## config.mk

```make
export PLATFORM = sky130hd
export DESIGN_NAME = timer_ctrl_flat
export DESIGN_NICKNAME = d
export VERILOG_FILES = /design/src/rtl/timer_pkg.sv /design/src/rtl/timer_ctrl_if.sv /design/src/rtl/tick_prescaler.sv /design/src/rtl/timer_ctrl.sv /design/src/flat_wrapper.sv
export SDC_FILE = /design/constraint.sdc
export NUM_CORES = 1
export LEC_CHECK = 0
export CAP_MARGIN = 30
export CORE_UTILIZATION = 35
export CTS_CLUSTER_DIAMETER = 50
export DETAILED_ROUTE_END_ITERATION = 12
export GPL_ROUTABILITY_DRIVEN = 0
export PLACE_DENSITY_LB_ADDON = 0.3
export SYNTH_ARGS = -nofsm -noshare
export SYNTH_HDL_FRONTEND = slang
export SYNTH_SLANG_ARGS = --single-unit
```

## constraint.sdc

```tcl
create_clock -name clk -period 3.53 [get_ports clk]
set_clock_uncertainty 0.1 [all_clocks]
set_input_delay 0.706 -clock clk [delete_from_list [all_inputs] [get_ports clk]]
set_output_delay 0.706 -clock clk [all_outputs]
set_load 0.01 [all_outputs]
```

## src/rtl/timer_pkg.sv

```systemverilog
// Shared definitions for the timer controller: state encoding, request
// classes, the per-cycle request arbiter and the default tick divide ratio.
package timer_pkg;

    localparam int TICK_DIV_DEFAULT = 100;

    typedef enum logic [2:0] {
        ST_IDLE  = 3'd0,
        ST_SET   = 3'd1,
        ST_RUN   = 3'd2,
        ST_PAUSE = 3'd3,
        ST_DONE  = 3'd4
    } state_e;

    typedef enum logic [2:0] {
        REQ_NONE  = 3'd0,
        REQ_LOAD  = 3'd1,
        REQ_START = 3'd2,
        REQ_HALT  = 3'd3,
        REQ_CLEAR = 3'd4
    } req_e;

    // Only the highest-ranked request present in a cycle is acted on.
    function automatic req_e arbitrate(input logic clear_req, input logic halt,
                                       input logic start, input logic load_req);
        req_e win;
        if (clear_req) begin
            win = REQ_CLEAR;
        end else if (halt) begin
            win = REQ_HALT;
        end else if (start) begin
            win = REQ_START;
        end else if (load_req) begin
            win = REQ_LOAD;
        end else begin
            win = REQ_NONE;
        end
        return win;
    endfunction

endpackage

```

## src/rtl/timer_ctrl_if.sv

```systemverilog
// Request and strobe bundle between the timer controller (slave) and the
// environment that issues requests and watches the counter chain (master).
interface timer_ctrl_if;
    import timer_pkg::*;

    logic   start;
    logic   stop;
    logic   door_closed;
    logic   load_req;
    logic   clear_req;
    logic   zero_in;
    logic   loadn;
    logic   clrn;
    logic   en;
    logic   run;
    logic   done;
    state_e state;

    modport master (
        output start, stop, door_closed, load_req, clear_req, zero_in,
        input  loadn, clrn, en, run, done, state
    );

    modport slave (
        input  start, stop, door_closed, load_req, clear_req, zero_in,
        output loadn, clrn, en, run, done, state
    );

endinterface

```

## src/rtl/tick_prescaler.sv

```systemverilog
// Modulo-DIV counter with enable, hold and synchronous clear; tc is high
// while the count sits on its last value.
module tick_prescaler
    import timer_pkg::*;
#(
    parameter int DIV = TICK_DIV_DEFAULT
) (
    input  logic clk,
    input  logic clr,
    input  logic sclr,
    input  logic cnt_en,
    output logic tc
);

    localparam int              CNT_W = $clog2(DIV);
    localparam logic [CNT_W-1:0] LAST = CNT_W'(DIV - 1);

    logic [CNT_W-1:0] count_r;

    // Count register: clear has priority, otherwise wrap at LAST or hold.
    always_ff @(posedge clk) begin
        if (clr || sclr) begin
            count_r <= {CNT_W{1'b0}};
        end else if (cnt_en) begin
            if (count_r == LAST) begin
                count_r <= {CNT_W{1'b0}};
            end else begin
                count_r <= count_r + CNT_W'(1);
            end
        end else begin
            count_r <= count_r;
        end
    end

    assign tc = (count_r == LAST);

endmodule

```

## src/rtl/timer_ctrl.sv

```systemverilog
// Timer controller: sequences load/clear/enable strobes to a downstream
// counter chain through IDLE, SET, RUN, PAUSE and DONE.
module timer_ctrl
    import timer_pkg::*;
#(
    parameter int TICK_DIV = TICK_DIV_DEFAULT
) (
    input logic         clk,
    input logic         clr,
    timer_ctrl_if.slave bus
);

    state_e state_r;
    state_e next_s;
    req_e   req_s;
    logic   load_prev_r, clear_prev_r;
    logic   load_rise_s, clear_rise_s, halt_s;
    logic   presc_clr_s, presc_en_s, tc_s;
    logic   loadn_s, clrn_s, en_s, run_s, done_s;
    logic   loadn_r, clrn_r, en_r, run_r, done_r;

    // A held request strobes once; only its rising edge produces a pulse.
    assign load_rise_s  = bus.load_req & ~load_prev_r;
    assign clear_rise_s = bus.clear_req & ~clear_prev_r;
    assign halt_s       = bus.stop | ~bus.door_closed;
    assign req_s        = arbitrate(bus.clear_req, halt_s, bus.start, bus.load_req);

    tick_prescaler #(.DIV(TICK_DIV)) u_prescaler (
        .clk    (clk),
        .clr    (clr),
        .sclr   (presc_clr_s),
        .cnt_en (presc_en_s),
        .tc     (tc_s)
    );

    // State register and request edge-detect history.
    always_ff @(posedge clk) begin
        if (clr) begin
            state_r      <= ST_IDLE;
            load_prev_r  <= 1'b0;
            clear_prev_r <= 1'b0;
        end else begin
            state_r      <= next_s;
            load_prev_r  <= bus.load_req;
            clear_prev_r <= bus.clear_req;
        end
    end

    // Next-state selection from the winning request of this cycle.
    always_comb begin
        next_s = state_r;
        case (state_r)
            ST_IDLE: begin
                if (req_s == REQ_LOAD && load_rise_s) begin
                    next_s = ST_SET;
                end else begin
                    next_s = ST_IDLE;
                end
            end
            ST_SET: begin
                if (req_s == REQ_CLEAR) begin
                    next_s = ST_IDLE;
                end else if (req_s == REQ_START && !bus.zero_in) begin
                    next_s = ST_RUN;
                end else begin
                    next_s = ST_SET;
                end
            end
            ST_RUN: begin
                if (req_s == REQ_CLEAR) begin
                    next_s = ST_IDLE;
                end else if (req_s == REQ_HALT) begin
                    next_s = ST_PAUSE;
                end else if (bus.zero_in) begin
                    next_s = ST_DONE;
                end else begin
                    next_s = ST_RUN;
                end
            end
            ST_PAUSE: begin
                if (req_s == REQ_CLEAR) begin
                    next_s = ST_IDLE;
                end else if (req_s == REQ_START) begin
                    next_s = ST_RUN;
                end else begin
                    next_s = ST_PAUSE;
                end
            end
            ST_DONE: next_s = ST_IDLE;
            default: next_s = ST_IDLE;
        endcase
    end

    // Output decode; values are registered below so strobes lag inputs by one cycle.
    always_comb begin
        loadn_s     = 1'b1;
        clrn_s      = 1'b1;
        en_s        = 1'b0;
        presc_clr_s = 1'b0;
        presc_en_s  = 1'b0;
        case (state_r)
            ST_IDLE: begin
                if (req_s == REQ_CLEAR) begin
                    clrn_s = ~clear_rise_s;
                end else if (req_s == REQ_LOAD) begin
                    loadn_s = ~load_rise_s;
                end else begin
                    loadn_s = 1'b1;
                end
            end
            ST_SET: begin
                if (req_s == REQ_CLEAR) begin
                    clrn_s = ~clear_rise_s;
                end else if (next_s == ST_RUN) begin
                    presc_clr_s = 1'b1;
                end else if (req_s == REQ_LOAD) begin
                    loadn_s = ~load_rise_s;
                end else begin
                    loadn_s = 1'b1;
                end
            end
            ST_RUN: begin
                // Staying in RUN implies zero_in is low, so tc alone qualifies en.
                if (req_s == REQ_CLEAR) begin
                    clrn_s = ~clear_rise_s;
                end else if (next_s == ST_RUN) begin
                    presc_en_s = 1'b1;
                    en_s       = tc_s;
                end else begin
                    presc_en_s = 1'b0;
                end
            end
            ST_PAUSE: begin
                if (req_s == REQ_CLEAR) begin
                    clrn_s = ~clear_rise_s;
                end else begin
                    clrn_s = 1'b1;
                end
            end
            ST_DONE: begin
                en_s = 1'b0;
            end
            default: begin
                en_s = 1'b0;
            end
        endcase
        run_s  = (next_s == ST_RUN);
        done_s = (next_s == ST_DONE);
    end

    // Output registers.
    always_ff @(posedge clk) begin
        if (clr) begin
            loadn_r <= 1'b1;
            clrn_r  <= 1'b1;
            en_r    <= 1'b0;
            run_r   <= 1'b0;
            done_r  <= 1'b0;
        end else begin
            loadn_r <= loadn_s;
            clrn_r  <= clrn_s;
            en_r    <= en_s;
            run_r   <= run_s;
            done_r  <= done_s;
        end
    end

    assign bus.loadn = loadn_r;
    assign bus.clrn  = clrn_r;
    assign bus.en    = en_r;
    assign bus.run   = run_r;
    assign bus.done  = done_r;
    assign bus.state = state_r;

endmodule

```

## src/flat_wrapper.sv

```systemverilog
// flat-port wrapper written by rule: the top's interface ports become plain ports
module timer_ctrl_flat import timer_pkg::*;
#(
    parameter int TICK_DIV = TICK_DIV_DEFAULT
)
  (clk, clr, bus_start, bus_stop, bus_door_closed, bus_load_req, bus_clear_req, bus_zero_in, bus_loadn, bus_clrn, bus_en, bus_run, bus_done, bus_state);
  timer_ctrl_if bus_i ();
  input logic clk;
  input logic clr;
  input wire logic [$bits(bus_i.start)-1:0] bus_start;
  input wire logic [$bits(bus_i.stop)-1:0] bus_stop;
  input wire logic [$bits(bus_i.door_closed)-1:0] bus_door_closed;
  input wire logic [$bits(bus_i.load_req)-1:0] bus_load_req;
  input wire logic [$bits(bus_i.clear_req)-1:0] bus_clear_req;
  input wire logic [$bits(bus_i.zero_in)-1:0] bus_zero_in;
  output wire logic [$bits(bus_i.loadn)-1:0] bus_loadn;
  output wire logic [$bits(bus_i.clrn)-1:0] bus_clrn;
  output wire logic [$bits(bus_i.en)-1:0] bus_en;
  output wire logic [$bits(bus_i.run)-1:0] bus_run;
  output wire logic [$bits(bus_i.done)-1:0] bus_done;
  output wire logic [$bits(bus_i.state)-1:0] bus_state;
  assign bus_i.start = bus_start;
  assign bus_i.stop = bus_stop;
  assign bus_i.door_closed = bus_door_closed;
  assign bus_i.load_req = bus_load_req;
  assign bus_i.clear_req = bus_clear_req;
  assign bus_i.zero_in = bus_zero_in;
  assign bus_loadn = bus_i.loadn;
  assign bus_clrn = bus_i.clrn;
  assign bus_en = bus_i.en;
  assign bus_run = bus_i.run;
  assign bus_done = bus_i.done;
  assign bus_state = bus_i.state;
  timer_ctrl #(.TICK_DIV(TICK_DIV)) u_core (.clk(clk), .clr(clr), .bus(bus_i));
endmodule
```

==> metrics <==
critical path's slowest cell clkdlybuf4s50_1; crit path cell chain clkdlybuf4s50_1 -> nor4b_4 -> a41o_1 -> nor3_1 -> a32o_1; clk slew on worst S/H paths 0.08 ns; RSZ-0062 raised after global routing false; setup bufs post-CTS 0; clock buffer depth 2; Port Buffers 15; number of non-filler instances in the completed layout 130; number of synthesized flops with an enable pin 0; worst setup margin about 1.2 ns; # fillers 197; row count 16; Startpoint Class input pin; Critical Path End Type flip-flop; final worst path period share 0.6574; min cycle time layout 2.320 ns; maxcap violations 0; routed wire length 1539 um; Register Area 340.3 um^2; Die Wd 48.55 um; number of vias per cell 5.315; VDD IR max 0.0002591 V; total global routing overflow 0; Max-slew headroom 0.7449; hold slack final around 0.32 ns; Core Area 2002 um^2; CTS Hold Bufs 0; starting density of the core 0.3787; outcome completed; Root Buffer clkbuf_4; Syn-to-layout area delta 27.23%; io pins 16; initial antenna violation count 0; reg-to-reg startpoint u_core.bus.state[2]; largest area contributor in the netlist dfxtp_1; Pwr Total 0.3194 mW; HP Class flip-flop to flip-flop; Power Dens Cells around 330 nW/um^2; Tot GR Track Use 0.1485; CTS buffer count 3; vias in the first global route 638; DR vias between 600 and 700; final setup vio count 0; # placed instances 126; most area-consuming cells after synthesis dfxtp_1 (45%), nand2_1 (5.0%), nor2b_1 (4.1%); ys flop type dfxtp_1; Seq/Total Area, Yosys 0.4488; Max Freq 0.4310 GHz; H-tree levels 1; Mapped Area 758.2 um^2; Placement Setup Slack roughly 0.91 ns; Async SR Flop Fraction 0; CP startpoint bus_clear_req; most common cell in the netlist dfxtp_1; Post-DRT Antenna Nets 0; Ant. Diodes 0; Avg Cell Area, Syn 8.920 um^2; worst skew pair latency 0.29 ns; die height 48.55 um; CTS tree yes; critical path's top delay family compound AO/OA/AOI/OAI gates; number of buffers and inverters on the critical path 1; Remaining DRCs 0; P_leak 0.3198 nW; PostCTS Resize Cnt 0; max incr delay on CP 0.52 ns; Synth top cells by count dfxtp_1 (17), nand2_1 (10), nor2_1 (7); Max FO, Critical Path 8; DR pass1 iterations 4; largest net degree at the start of global routing 11; drt wl/cell 11.84 um; initial DRC count 15; Worst-Margin Slew 0.3811 ns; Final nets 113; post-synth top area share 0.4488; Worst Path Required 3.61 ns; syn nets 94; type of the worst setup path input pin to flip-flop; synth warn 0; flops & latches, synth 17; Die ar. 2357 um^2; Mapped Cells 85; global-route wire length before repair about 2700 um; fin. max-slew vios 0; layout cells sized above 1 0.06796; Fin. Hold Viols 0; multi-input logic area 406.6 um^2; clock sinks 17; distinct cell type count after synthesis 31; HPWL Detailed 1165 um; hold_sp u_core.clear_prev_r; WP data arrival 2.40 ns; setup_tns 0 ns
==> final cells by class <==
class                      count  area share
multi-input combinational     65      0.4215
inverter                       2    0.007782
sequential                    17      0.3528
clock buffer                   4     0.02724
timing repair buffer          15      0.1556
tap                           27     0.03502
==> path summary, 6_finish.rpt <==
check / to / cells past startpoint / slack, ns
worst max register to register: u_core.u_prescaler.count_r[6] / 4 / 1.80
worst min-delay path: u_core.bus.clrn / 2 / 0.32
worst min register to register: u_core.bus.clrn / 2 / 0.32
worst max-delay path: u_core.u_prescaler.count_r[6] / 5 / 1.21
==> worst register-to-register path, stage by stage (launching register included) <==
cell     delay, ns
dfxtp_1       0.39
nor4b_4       0.43
a41o_1        0.39
nor3_1        0.10
a32o_1        0.21
==> power breakdown <==
group / internal (mW) / total [mW] / switching [mW]
sequential: 0.194 / 0.195 / 0.000865
combinational: 0.0130 / 0.0254 / 0.0124
clock: 0.0439 / 0.0995 / 0.0556
==> state kept, by name (all words and copies together) (netlist names) <==
name	count
u_core.u_prescaler.count_r	7
u_core.bus.state	3
u_core.bus.clrn	1
u_core.bus.done	1
u_core.bus.en	1
u_core.bus.loadn	1
u_core.bus.run	1
u_core.clear_prev_r	1
u_core.load_prev_r	1
==> cells in the final DEF, fill, tap and decap left out, drive strengths merged, types with 2 or more instances in the layout <==
master / instances
a21oi: 5
and3: 2
clkbuf: 4
clkdlybuf4s50: 15
dfxtp: 17
inv: 2
nand2: 10
nand3: 4
nor2: 7
nor2b: 5
nor3: 3
nor4: 3
nor4b: 2
o21ai: 5
or3: 3
or4: 2
==> logic make-up after synthesis <==
kind of cell | synth area share
AO/OA/AOI/OAI | 0.1469
AND/OR/NAND/NOR | 0.3729
adder cells (fa/ha/maj) | 0.01650
buffers and inverters | 0.01485
flip-flops | 0.4488
==> per-layer routing <==
layer  vias to the layer above  wire, um  GRT usage
met2                        23       731     0.2394
met4                         0        28    0.07353
met5                         -         0          0
met3                         4       104    0.06604
met1                       313       673     0.1660
li1                        351         -          -
==> through the flow <==
step           area (um^2)    util
3_5_place_dp         938.4  0.4688
2_1_floorplan        758.2       -
6_report             964.7  0.4819
3_3_place_gp         938.4  0.4688
5_1_grt              964.7  0.4819
4_1_cts              964.7  0.4819
No activity file was read; power rests on OpenSTA's default activity.
